[src/rtl/fetch_unit.sv]
// IF-stage fetch unit: owns the PC, handshakes with a variable-latency instruction
// memory and feeds the IF/ID register, buffering one word across hazard stalls.
module fetch_unit #(
  parameter logic [31:0] RESET_PC = 32'h0000_0000
) (
  input  logic        clk,
  input  logic        reset,
  input  logic        stall_f,
  input  logic        redirect,
  input  logic [31:0] redirect_pc,
  output logic        imem_req,
  output logic [31:0] imem_addr,
  input  logic        imem_ready,
  input  logic [31:0] imem_rdata,
  output logic        id_load,
  output logic [31:0] id_inst,
  output logic [31:0] id_pcplus4,
  output logic        fetch_busy
);

  typedef enum logic [1:0] {
    S_IDLE    = 2'd0,
    S_REQ     = 2'd1,
    S_HOLD    = 2'd2,
    S_DISCARD = 2'd3
  } state_t;

  state_t      state_q, state_d;
  logic [31:0] pc_q, pc_d;
  logic [31:0] buf_inst_q, buf_inst_d;
  logic [31:0] buf_pc4_q, buf_pc4_d;
  logic [31:0] tgt_q, tgt_d;

  logic [31:0] pc_plus4_s;
  logic [31:0] redir_pc_s;

  assign pc_plus4_s = pc_q + 32'd4;
  assign redir_pc_s = redirect_pc & 32'hFFFF_FFFC;

  // A request is outstanding whenever the FSM owns the memory port.
  assign imem_req   = (state_q == S_REQ) || (state_q == S_DISCARD);
  assign fetch_busy = (state_q == S_REQ) || (state_q == S_DISCARD);
  assign imem_addr  = pc_q;

  // Next-state and IF/ID drive; redirect always wins over stall_f and ready.
  always_comb begin
    state_d    = state_q;
    pc_d       = pc_q;
    buf_inst_d = buf_inst_q;
    buf_pc4_d  = buf_pc4_q;
    tgt_d      = tgt_q;
    id_load    = 1'b0;
    id_inst    = 32'h0000_0000;
    id_pcplus4 = 32'h0000_0000;
    case (state_q)
      S_IDLE: begin
        state_d = S_REQ;
      end
      S_REQ: begin
        if (redirect) begin
          id_load = 1'b1;
          if (imem_ready) begin
            pc_d = redir_pc_s;
          end else begin
            tgt_d   = redir_pc_s;
            state_d = S_DISCARD;
          end
        end else if (imem_ready) begin
          pc_d = pc_plus4_s;
          if (stall_f) begin
            buf_inst_d = imem_rdata;
            buf_pc4_d  = pc_plus4_s;
            state_d    = S_HOLD;
          end else begin
            id_load    = 1'b1;
            id_inst    = imem_rdata;
            id_pcplus4 = pc_plus4_s;
          end
        end else begin
          state_d = S_REQ;
        end
      end
      S_HOLD: begin
        if (redirect) begin
          id_load = 1'b1;
          pc_d    = redir_pc_s;
          state_d = S_REQ;
        end else if (!stall_f) begin
          id_load    = 1'b1;
          id_inst    = buf_inst_q;
          id_pcplus4 = buf_pc4_q;
          state_d    = S_REQ;
        end else begin
          state_d = S_HOLD;
        end
      end
      S_DISCARD: begin
        // The old address stays on the bus until memory accepts it; its data is dropped.
        if (redirect) begin
          id_load = 1'b1;
          tgt_d   = redir_pc_s;
        end else begin
          tgt_d = tgt_q;
        end
        if (imem_ready) begin
          pc_d    = redirect ? redir_pc_s : tgt_q;
          state_d = S_REQ;
        end else begin
          state_d = S_DISCARD;
        end
      end
      default: begin
        state_d = S_IDLE;
      end
    endcase
  end

  // State registers.
  always_ff @(posedge clk or negedge reset) begin
    if (!reset) begin
      state_q    <= S_IDLE;
      pc_q       <= RESET_PC;
      buf_inst_q <= 32'h0000_0000;
      buf_pc4_q  <= 32'h0000_0000;
      tgt_q      <= 32'h0000_0000;
    end else begin
      state_q    <= state_d;
      pc_q       <= pc_d;
      buf_inst_q <= buf_inst_d;
      buf_pc4_q  <= buf_pc4_d;
      tgt_q      <= tgt_d;
    end
  end

endmodule
[config.mk]
export PLATFORM = sky130hd
export DESIGN_NAME = fetch_unit
export DESIGN_NICKNAME = d
export VERILOG_FILES = /design/src/rtl/fetch_unit.sv
export SDC_FILE = /design/constraint.sdc
export NUM_CORES = 1
export LEC_CHECK = 0
export CAP_MARGIN = 30
export CORE_MARGIN = 5
export CORE_UTILIZATION = 40
export DETAILED_ROUTE_END_ITERATION = 8
export HOLD_SLACK_MARGIN = 0.1
export PLACE_DENSITY = 0.69
export SLEW_MARGIN = 40
export SYNTH_ARGS = -nofsm -noshare
export SYNTH_HDL_FRONTEND = slang
export SYNTH_SLANG_ARGS = --single-unit
[constraint.sdc]
create_clock -name clk -period 2.1 [get_ports clk]
set_input_delay 0.21 -clock clk [delete_from_list [all_inputs] [get_ports clk]]
set_output_delay 0.21 -clock clk [all_outputs]
set_load 0.03 [all_outputs]
==> metrics.cfg, run 1 <==
[global_routing]
overflow = 0
antenna_found_initial = 1
grt_pass1_wl_um = 41900
grt_pass1_vias = 7304
grt_usage_pct = 26.5
grt_max_degree = 54

[synthesis]
ys_seq_elements = 130
synth-simple-area-share_pct = 14.2
synth.area.top_cells = dfrtp_1 (46%), mux2_2 (11%), a22oi_1 (5.9%)
synth-async-reset-ratio_pct = 100
synth_compound_area_share_pct = 19.4
synth_seq_area_share_pct = 46.2
syn_inst = 709
synth_top_family_by_area = compound AO/OA/AOI/OAI gates
syn-num-nets = 784
synth_fa_ha_area_share_pct = 1.07
synth_cell_types = 50
synth_area_mm2 = 0.00704
yosysTopAreaCell = dfrtp_1
yosysTopAreaCellShare_pct = 46.2
synthMuxAreaShare_pct = 11.3
ys_warn_count = 0
synth_edf_count = 0
syn_avg_cell_area_um2 = 9.93
synthXorXnorAreaFrac_pct = 3.48
synth_ff_type = dfrtp_1

[timing]
period_needed_ns = 2.52
skew_ns = 0.0100
worstMarginPinSlew_ns = 0.583
worst_slack_ns = -0.419
totalNegativeSetupSlack_ns = -17.94
maxSlewViolCount = 0
max_freq_ghz = 0.397
rsz0062_at_grt = true
relSlewSlack_pct = 61.1
hold_viol_final = 0
setup_viol = 67
post-route-period-util_pct = 120

[clocking]
cts_made_buffers = 17
tritoncts = yes
path_clk_slew_ns = 0.06
htree_num_levels = 4
clock_path_buffers = 2
cts_root_buffer = clkbuf_16
clock_latency_ns = 0.43
cts_sinks = 130

[floorplan]
num_rows = 48
core_mm2 = 0.0173
ioPinCount = 168
start_util_pct = 40.7
die_x_um = 143
die_area_mm2 = 0.0204
die_y_um = 143

[placed_design]
port_buffers = 165
place_area_mm2 = 0.0101
hpwl_um = 16500
gp_congestion = 0.934

[critical_path]
crit_required_ns = 1.89
critPathMaxStageDelay_ns = 0.40
cp-start-kind = register
cp_cell_sequence = ha_4, nand4_1, buf_6, nor4_4, buf_6, nand4_1, xnor2_2, o21ai_4, buf_12
cp_max_fo = 4
cp-end-kind = output pin
cpMaxStageDelayCell = dfrtp_2
crit_type = reg -> out
cp.arrival_ns = 2.31

[route]
first_iter_violations = 719
drc = 0
met2_length_um = 14500
top_layer_used = met4
met3_length_um = 2050
dr_total_vias = 7449
drt_first_pass_iters = 6
antenna_left = 0
vias_per_cell = 6.01
wl_per_cell_um = 23.9
routed_wirelength_um = 29600
wl_met1_um = 11800

[run_status]
violations = negative setup slack
outcome = finished with violations

[min_path]
hp-class = in -> async

[pwr]
leakagePower_nw = 5.45
cellPowerDensity_mw_per_mm2 = 1330
ir_worst_vdd_mv = 0.857
total_power_w = 0.0172

[layout]
area_growth_pct = 83.8
drive_gt1_share_pct = 55.5
num-nets-final = 1076
final_area_mm2 = 0.0129

[job]
maxCapViolCount = 0

-- final timing paths --
kind                                  from  depth (start not counted)             end  slack (ns)
setup / recovery              imem_addr[2]                          9  id_pcplus4[22]       -0.42
hold / removal                       reset                          2    buf_pc4_q[0]        0.33
setup reg to reg             imem_addr[17]                          7   imem_addr[25]       -0.16
hold reg to reg              buf_pc4_q[26]                          2   buf_pc4_q[26]        0.49
max in group asynchronous            reset                          3    imem_addr[7]        1.01
min in group clk           redirect_pc[30]                          2       tgt_q[30]        0.44
-- critical path, delay by kind of cell (launching register included) --
family | cells | cell delay, ns
buffers and inverters | 3 | 0.47
AO/OA/AOI/OAI | 1 | 0.11
flip-flops | 1 | 0.40
adder cells (fa/ha/maj) | 1 | 0.15
AND/OR/NAND/NOR | 3 | 0.43
XOR/XNOR | 1 | 0.33
-- layout by cell type, fill, tap and decap left out, types with 5 or more instances in the layout --
cell type	count
a21o_1	5
a21oi_1	10
a222oi_1	11
a22o_1	5
a22oi_1	13
a22oi_2	42
buf_12	37
buf_16	10
buf_4	103
buf_6	71
clkbuf_16	26
clkdlybuf4s50_1	97
clkinv_2	5
dfrtp_1	111
dfrtp_2	19
inv_1	14
mux2_2	70
nand2_1	44
nand2_2	7
nand2_4	12
nand3_1	6
nor2_1	25
nor2_4	6
nor2b_2	40
nor3_4	7
nor4_4	8
o21ai_0	47
o21ai_4	19
o22ai_1	5
o2bb2ai_1	11
o31a_1	7
xnor2_2	13
xnor2_4	5
-- cell type report --
cell class	instances	area, um^2
diodes	1	2.50
clock buffers	21	450
clock inverters	11	160
fillers	978	4350
inverters	16	65.1
multi-input cells	504	4870
flip-flops and latches	130	3280
well taps	225	282
repair buffers	332	3830
-- stage by stage --
step	util, %	hold slack [ns]	worst slack (ns)	std cells
floorplan	-	-0.0856	-0.227	709
global placement	58.6	0.224	-0.0535	1135
detailed placement	58.6	0.244	-0.0750	1135
CTS	70.4	0.344	-0.373	1208
global route	74.8	0.378	-0.467	1240
finish	74.8	0.326	-0.419	1240
-- state kept, by name (all words and copies together) (netlist names) --
register    flops
buf_inst_q     32
imem_addr      32
state_q         2
tgt_q          32
buf_pc4_q      32
-- report_power, final --
group	switching, W	internal [W]	total (W)
Combinational	0.00491	0.00443	0.00934
Clock	0.00115	0.00201	0.00316
Sequential	0.000988	0.00374	0.00473
-- per-layer routing --
layer | track usage, % | vias to the layer above
met3 | 4.86 | 91
met2 | 43.0 | 411
li1 | - | 3182
met1 | 35.3 | 3765
met5 | 0 | -
met4 | 10.2 | 0
-- synthesized netlist by cell type (7+ instances only) --
library cell and instances:
dfrtp_1 130, o21ai_0 74, mux2_2 70, nand2_1 63, a22oi_1 55, clkbuf_1 47
nor2b_1 42, nor2_1 34, xnor2_1 21, inv_1 16, a21oi_1 13, nand3_1 13
a222oi_1 11, o2bb2ai_1 11, nor3_1 8, nor4_1 8, o31a_1 7, xor2_1 7
-- kinds of logic (layout without fill, tap and decap cells) --
group	Yosys count	count (layout)
compound gates	203	203
buf+inv	75	380
flops	130	130
other cells	0	1
fa+ha+maj	6	6
xor+xnor	28	28
simple gates	196	196
mux	71	71
-- timing repair --
item,in CTS,in global routing
hold buffers,1,0
pin swaps,47,54
endpoints found under the hold margin,38,0
gates resized for setup,184,100
cloned,12,10
setup buffers,32,33
endpoints found under the setup margin,68,96
No activity file was read; power rests on OpenSTA's default activity.
==> run 2: changes to the inputs <==
CAP_MARGIN = 0   (was 30)
GPL_TIMING_DRIVEN = 0   (was default)
TNS_END_PERCENT = 20   (was default)
==> run 2 against run 1 <==
Against the previous run:
- the run still ends with negative setup slack left
- fmax shrank 3.7%
- register-to-register slack improved by 0.06 ns
- global-route usage is 2.6 points lower
- sequential power hardly changed
- first-iteration DRC count is 22% lower
- utilization down 5.8 points
- critical path depth decreased by 2
- critical path type unchanged
- largest power group unchanged
==> metrics.cfg, run 2 (synthesis gave the netlist of run 1 again) <==
[layout]
final_area_mm2 = 0.0119
num-nets-final = 1044
drive_gt1_share_pct = 51.7
diodes = 0
final_common_cell = dfrtp_1
area_growth_pct = 69.6
layout_common_cells = dfrtp_1 (105), clkdlybuf4s50_1 (95), buf_4 (76), buf_6 (71), mux2_2 (70)

[route]
top_layer_used = met4
routed_wirelength_um = 25400
drt_first_pass_iters = 8
met3_length_um = 1890
first_iter_violations = 563
wl_per_cell_um = 21.0
drc = 0
antenna_left = 0
dr_total_vias = 6982
met2_length_um = 12700
wl_met1_um = 10000
vias_per_cell = 5.78

[clocking]
clock_path_buffers = 2
cts_root_buffer = clkbuf_16
cts_made_buffers = 17
cts_sinks = 130
tritoncts = yes
path_clk_slew_ns = 0.06
clock_latency_ns = 0.42
htree_num_levels = 4

[timing]
max_freq_ghz = 0.382
skew_ns = 0.00730
hold_viol_final = 0
relSlewSlack_pct = 49.5
rsz0062_at_grt = true
holdWs_ns = 0.334
maxSlewViolCount = 0
setup_viol = 75
period_needed_ns = 2.62
worst_slack_ns = -0.517
post-route-period-util_pct = 125
worstMarginPinSlew_ns = 0.758

[placed_design]
gp_congestion = 0.879
place_ws_ns = -1.33
hpwl_um = 16400
place_area_mm2 = 0.00938
port_buffers = 163

[critical_path]
critPathLaunch = imem_addr[11]
r2r_cells = 7
crit_required_ns = 1.89
crit_type = reg -> out
r2r_setup_slack_ns = -0.10
cp-end-kind = output pin
crit_path_end = id_pcplus4[25]
cp.arrival_ns = 2.41
r2r-start = imem_addr[11]
rr_endpoint = imem_addr[25]
cp_max_fo = 5
cp-start-kind = register

[pwr]
cellPowerDensity_mw_per_mm2 = 1350
total_power_w = 0.0161
p_sw_share_pct = 40.6
switchingPower_w = 0.00653
p_clk_share_pct = 19.6
p_int_w = 0.00955
pwr-share-comb_pct = 50.8
leakagePower_nw = 4.96
ir_worst_vdd_mv = 0.968
seqPwrFrac_pct = 29.6

[floorplan]
start_util_pct = 40.7
die_x_um = 143
ioPinCount = 168
num_rows = 48
die_area_mm2 = 0.0204
die_y_um = 143
core_mm2 = 0.0173

[global_routing]
grt_pass1_wl_um = 38000
grt_max_degree = 68
antenna_found_initial = 0
grt_pass1_vias = 6792
overflow = 0
grt_usage_pct = 23.9

[job]
maxCapViolCount = 0

[run_status]
outcome = finished with violations
violations = negative setup slack

[min_path]
hp-class = in -> async

==> run 2: cell types whose count changed in the layout (fill, tap and decap cells not counted), sizes merged <==
cell,delta
dlymetal6s2s,+1
clkinv,-2
clkdlybuf4s15,+1
bufinv,-1
buf,-64
inv,+1
clkdlybuf4s50,-2
clkbuf,+32
diode,-1
clkinvlp,+2
==> run 2: power by group through the flow <==
stage | sequential, W | combinational [W] | clock (W)
after detailed placement | 0.00471 | 0.00631 | 0
after CTS | 0.00463 | 0.00748 | 0.00316
final | 0.00476 | 0.00817 | 0.00315
after global routing | 0.00488 | 0.00871 | 0.00326
after global placement | 0.00468 | 0.00621 | 0
after floorplan | 0.00502 | 0.00373 | 0
==> run 2: what timing repair did <==
item | 4_1_cts | 5_1_grt
gates resized for setup | 508 | 254
pin swaps | 47 | 24
hold endpoints to repair | 66 | 0
setup endpoints to repair | 193 | 190
buffers inserted | 59 | 17
cloned | 7 | 0
hold buffers | 1 | 0
==> run 2: how the worst min path moves through the flow <==
stage	from	endpoint	slack [ns]	cells past startpoint
after floorplan	reset	buf_inst_q[0]	-0.09	0
after global placement	buf_pc4_q[28]	buf_pc4_q[28]	0.46	2
after detailed placement	reset	buf_inst_q[27]	0.21	1
after CTS	reset	buf_inst_q[27]	0.37	2
after global routing	reset	buf_inst_q[27]	0.41	2
final	reset	buf_inst_q[19]	0.33	2
==> run 2: critical path, stage by stage (launching register included) <==
cell	delay [ns]
dfrtp_2	0.41
nand4_4	0.13
or3_1	0.39
buf_6	0.14
or4_4	0.46
xnor2_4	0.17
o21ai_4	0.14
buf_6	0.15
==> run 2: per-layer routing <==
layer / GRT usage (%) / vias to the layer above
li1: - / 3102
met1: 31.6 / 3497
met2: 39.6 / 316
met3: 4.59 / 67
met4: 7.95 / 0
met5: 0 / -
==> run 2: stage by stage <==
step                      cells  setup TNS (ns)  util (%)
after floorplan             709           -1.36         -
after global placement     1097         -718.38      54.0
after detailed placement   1098         -113.30      54.2
after CTS                  1192          -42.23      65.6
after global routing       1207          -22.55      69.0
final                      1207          -15.85      69.0
==> run 2: layout make-up <==
| cell class | instances | area (um^2) |
|---|---|---|
| Clock buffer | 21 | 480 |
| Fill cell | 1200 | 5360 |
| Sequential cell | 130 | 3280 |
| Tap cell | 225 | 282 |
| Inverter | 16 | 65.1 |
| Multi-Input combinational cell | 504 | 4700 |
| Timing Repair Buffer | 248 | 2470 |
| Buffer | 52 | 505 |
| Clock inverter | 11 | 151 |
==> run 3: changes to the inputs <==
CORE_UTILIZATION = 46   (was 40)
PLACE_DENSITY = 0.78   (was 0.69)
REMOVE_ABC_BUFFERS = 1   (was default)
==> run 3 against run 2 <==
Against the previous run:
- the flow still finishes with violations (negative setup slack)
- global-route usage is 3.3 points higher
- critical path type unchanged
- highest routed layer unchanged
- critical path depth stayed put
- setup slack improved by 0.11 ns
- hold slack better by 0.014 ns
- wire length grew 2.4%
- sequential share of layout area grew 1.9 points
==> metrics.cfg, run 3 (synthesis gave the netlist of run 1 again) <==
[pwr]
total_power_w = 0.0156
p_clk_share_pct = 18.4
cellPowerDensity_mw_per_mm2 = 1400
p_sw_share_pct = 41.3
ir_worst_vdd_mv = 0.863
switchingPower_w = 0.00645
seqPwrFrac_pct = 30.1
leakagePower_nw = 4.65
p_int_w = 0.00918
pwr-share-comb_pct = 51.5

[timing]
max_freq_ghz = 0.398
post-route-period-util_pct = 120
hold_viol_final = 0
worst_slack_ns = -0.410
holdWs_ns = 0.348
relSlewSlack_pct = 41.7
period_needed_ns = 2.51
setup_viol = 75
rsz0062_at_grt = true
totalNegativeSetupSlack_ns = -18.33
maxSlewViolCount = 0
skew_ns = 0.0102
worstMarginPinSlew_ns = 0.874

[route]
first_iter_violations = 771
vias_per_cell = 6.10
routed_wirelength_um = 26000
wl_per_cell_um = 22.6
dr_total_vias = 7020
drc = 0
antenna_left = 0
drt_first_pass_iters = 8

[placed_design]
gp_congestion = 0.829
port_buffers = 165
place_area_mm2 = 0.00889
hpwl_um = 13700
place_ws_ns = -1.48

[critical_path]
crit_type = reg -> out
crit_required_ns = 1.89
cp-end-kind = output pin
rr_endpoint = imem_addr[31]
cp-start-kind = register
r2r-start = state_q[0]
cp.arrival_ns = 2.30
r2r_cells = 9
cp_max_fo = 4
r2r_setup_slack_ns = -0.07

[run_status]
outcome = finished with violations
violations = negative setup slack

[global_routing]
grt_pass1_vias = 6980
grt_usage_pct = 27.2
antenna_found_initial = 1
grt_max_degree = 72
grt_pass1_wl_um = 38500
overflow = 0

[layout]
area_growth_pct = 58.5
drive_gt1_share_pct = 43.0
nFillCells = 937
layout_common_cells = buf_4 (118), dfrtp_1 (107), clkdlybuf4s50_1 (96), mux2_2 (70), nand2_1 (54)
final_area_mm2 = 0.0112
final_common_cell = buf_4
num-nets-final = 1024

[floorplan]
die_x_um = 134
num_rows = 45
die_area_mm2 = 0.0179
start_util_pct = 46.7
ioPinCount = 168
die_y_um = 134
core_mm2 = 0.0151

[clocking]
path_clk_slew_ns = 0.06
cts_made_buffers = 17
htree_num_levels = 4
clock_latency_ns = 0.43
tritoncts = yes
cts_sinks = 130
clock_path_buffers = 2
cts_root_buffer = clkbuf_16

[min_path]
hp-class = in -> async

[job]
maxCapViolCount = 0

-- run 3: how the worst max path moves through the flow --
stage	to	cells after the start	slack (ns)	from
2_1_floorplan	id_pcplus4[11]	6	-2.83	state_q[1]
3_3_place_gp	id_pcplus4[17]	5	-6.10	redirect
3_5_place_dp	id_pcplus4[17]	7	-1.48	redirect
4_1_cts	id_pcplus4[25]	6	-0.38	imem_addr[18]
5_1_grt	id_pcplus4[27]	6	-0.50	imem_addr[23]
6_report	id_pcplus4[29]	7	-0.41	imem_addr[18]
-- run 3: through the flow --
stage | utilization (%) | instances
3_5_place_dp | 58.9 | 1018
6_report | 73.9 | 1151
4_1_cts | 70.9 | 1126
3_3_place_gp | 57.6 | 1003
2_1_floorplan | - | 650
5_1_grt | 73.9 | 1151
-- run 3: critical path, cell delays in order (launching register included) --
cell,delay (ns)
dfrtp_2,0.38
nand4_4,0.14
buf_4,0.16
nor4_1,0.46
nand3_2,0.21
xnor2_2,0.20
o21ai_4,0.17
buf_6,0.15
-- run 3: timing repair --
item | CTS | global route
hold endpoints to repair | 70 | 0
gates cloned | 10 | 2
pin swaps | 37 | 16
setup buffers | 65 | 23
endpoints found under the setup margin | 141 | 102
resized for setup | 591 | 75
hold buffers | 1 | 0
-- run 3: cell type report --
type	count	area, um^2	area share (%)
Inverter	16	67.6	0.606
Tap cell	188	235	2.11
Timing Repair Buffer	273	2670	23.9
Clock buffer	20	447	4.00
Sequential cell	130	3280	29.4
Clock inverter	12	115	1.03
Antenna cell	1	2.50	0.0224
Multi-Input combinational cell	511	4340	38.9
-- run 3: routing by layer --
layer	GRT usage (%)	part of all wire [%]	up-vias
met5	0	0	-
met4	12.5	4.3	0
met3	5.36	7.0	91
met2	44.0	49	379
met1	35.3	40	3464
li1	-	-	3086
-- run 3: power groups by stage --
stage          Clock, W  Combinational [W]  Sequential, W
6_report        0.00288            0.00805        0.00470
5_1_grt         0.00300            0.00854        0.00484
3_3_place_gp          0            0.00552        0.00463
4_1_cts         0.00288            0.00726        0.00460
3_5_place_dp          0            0.00574        0.00469
2_1_floorplan         0            0.00323        0.00501
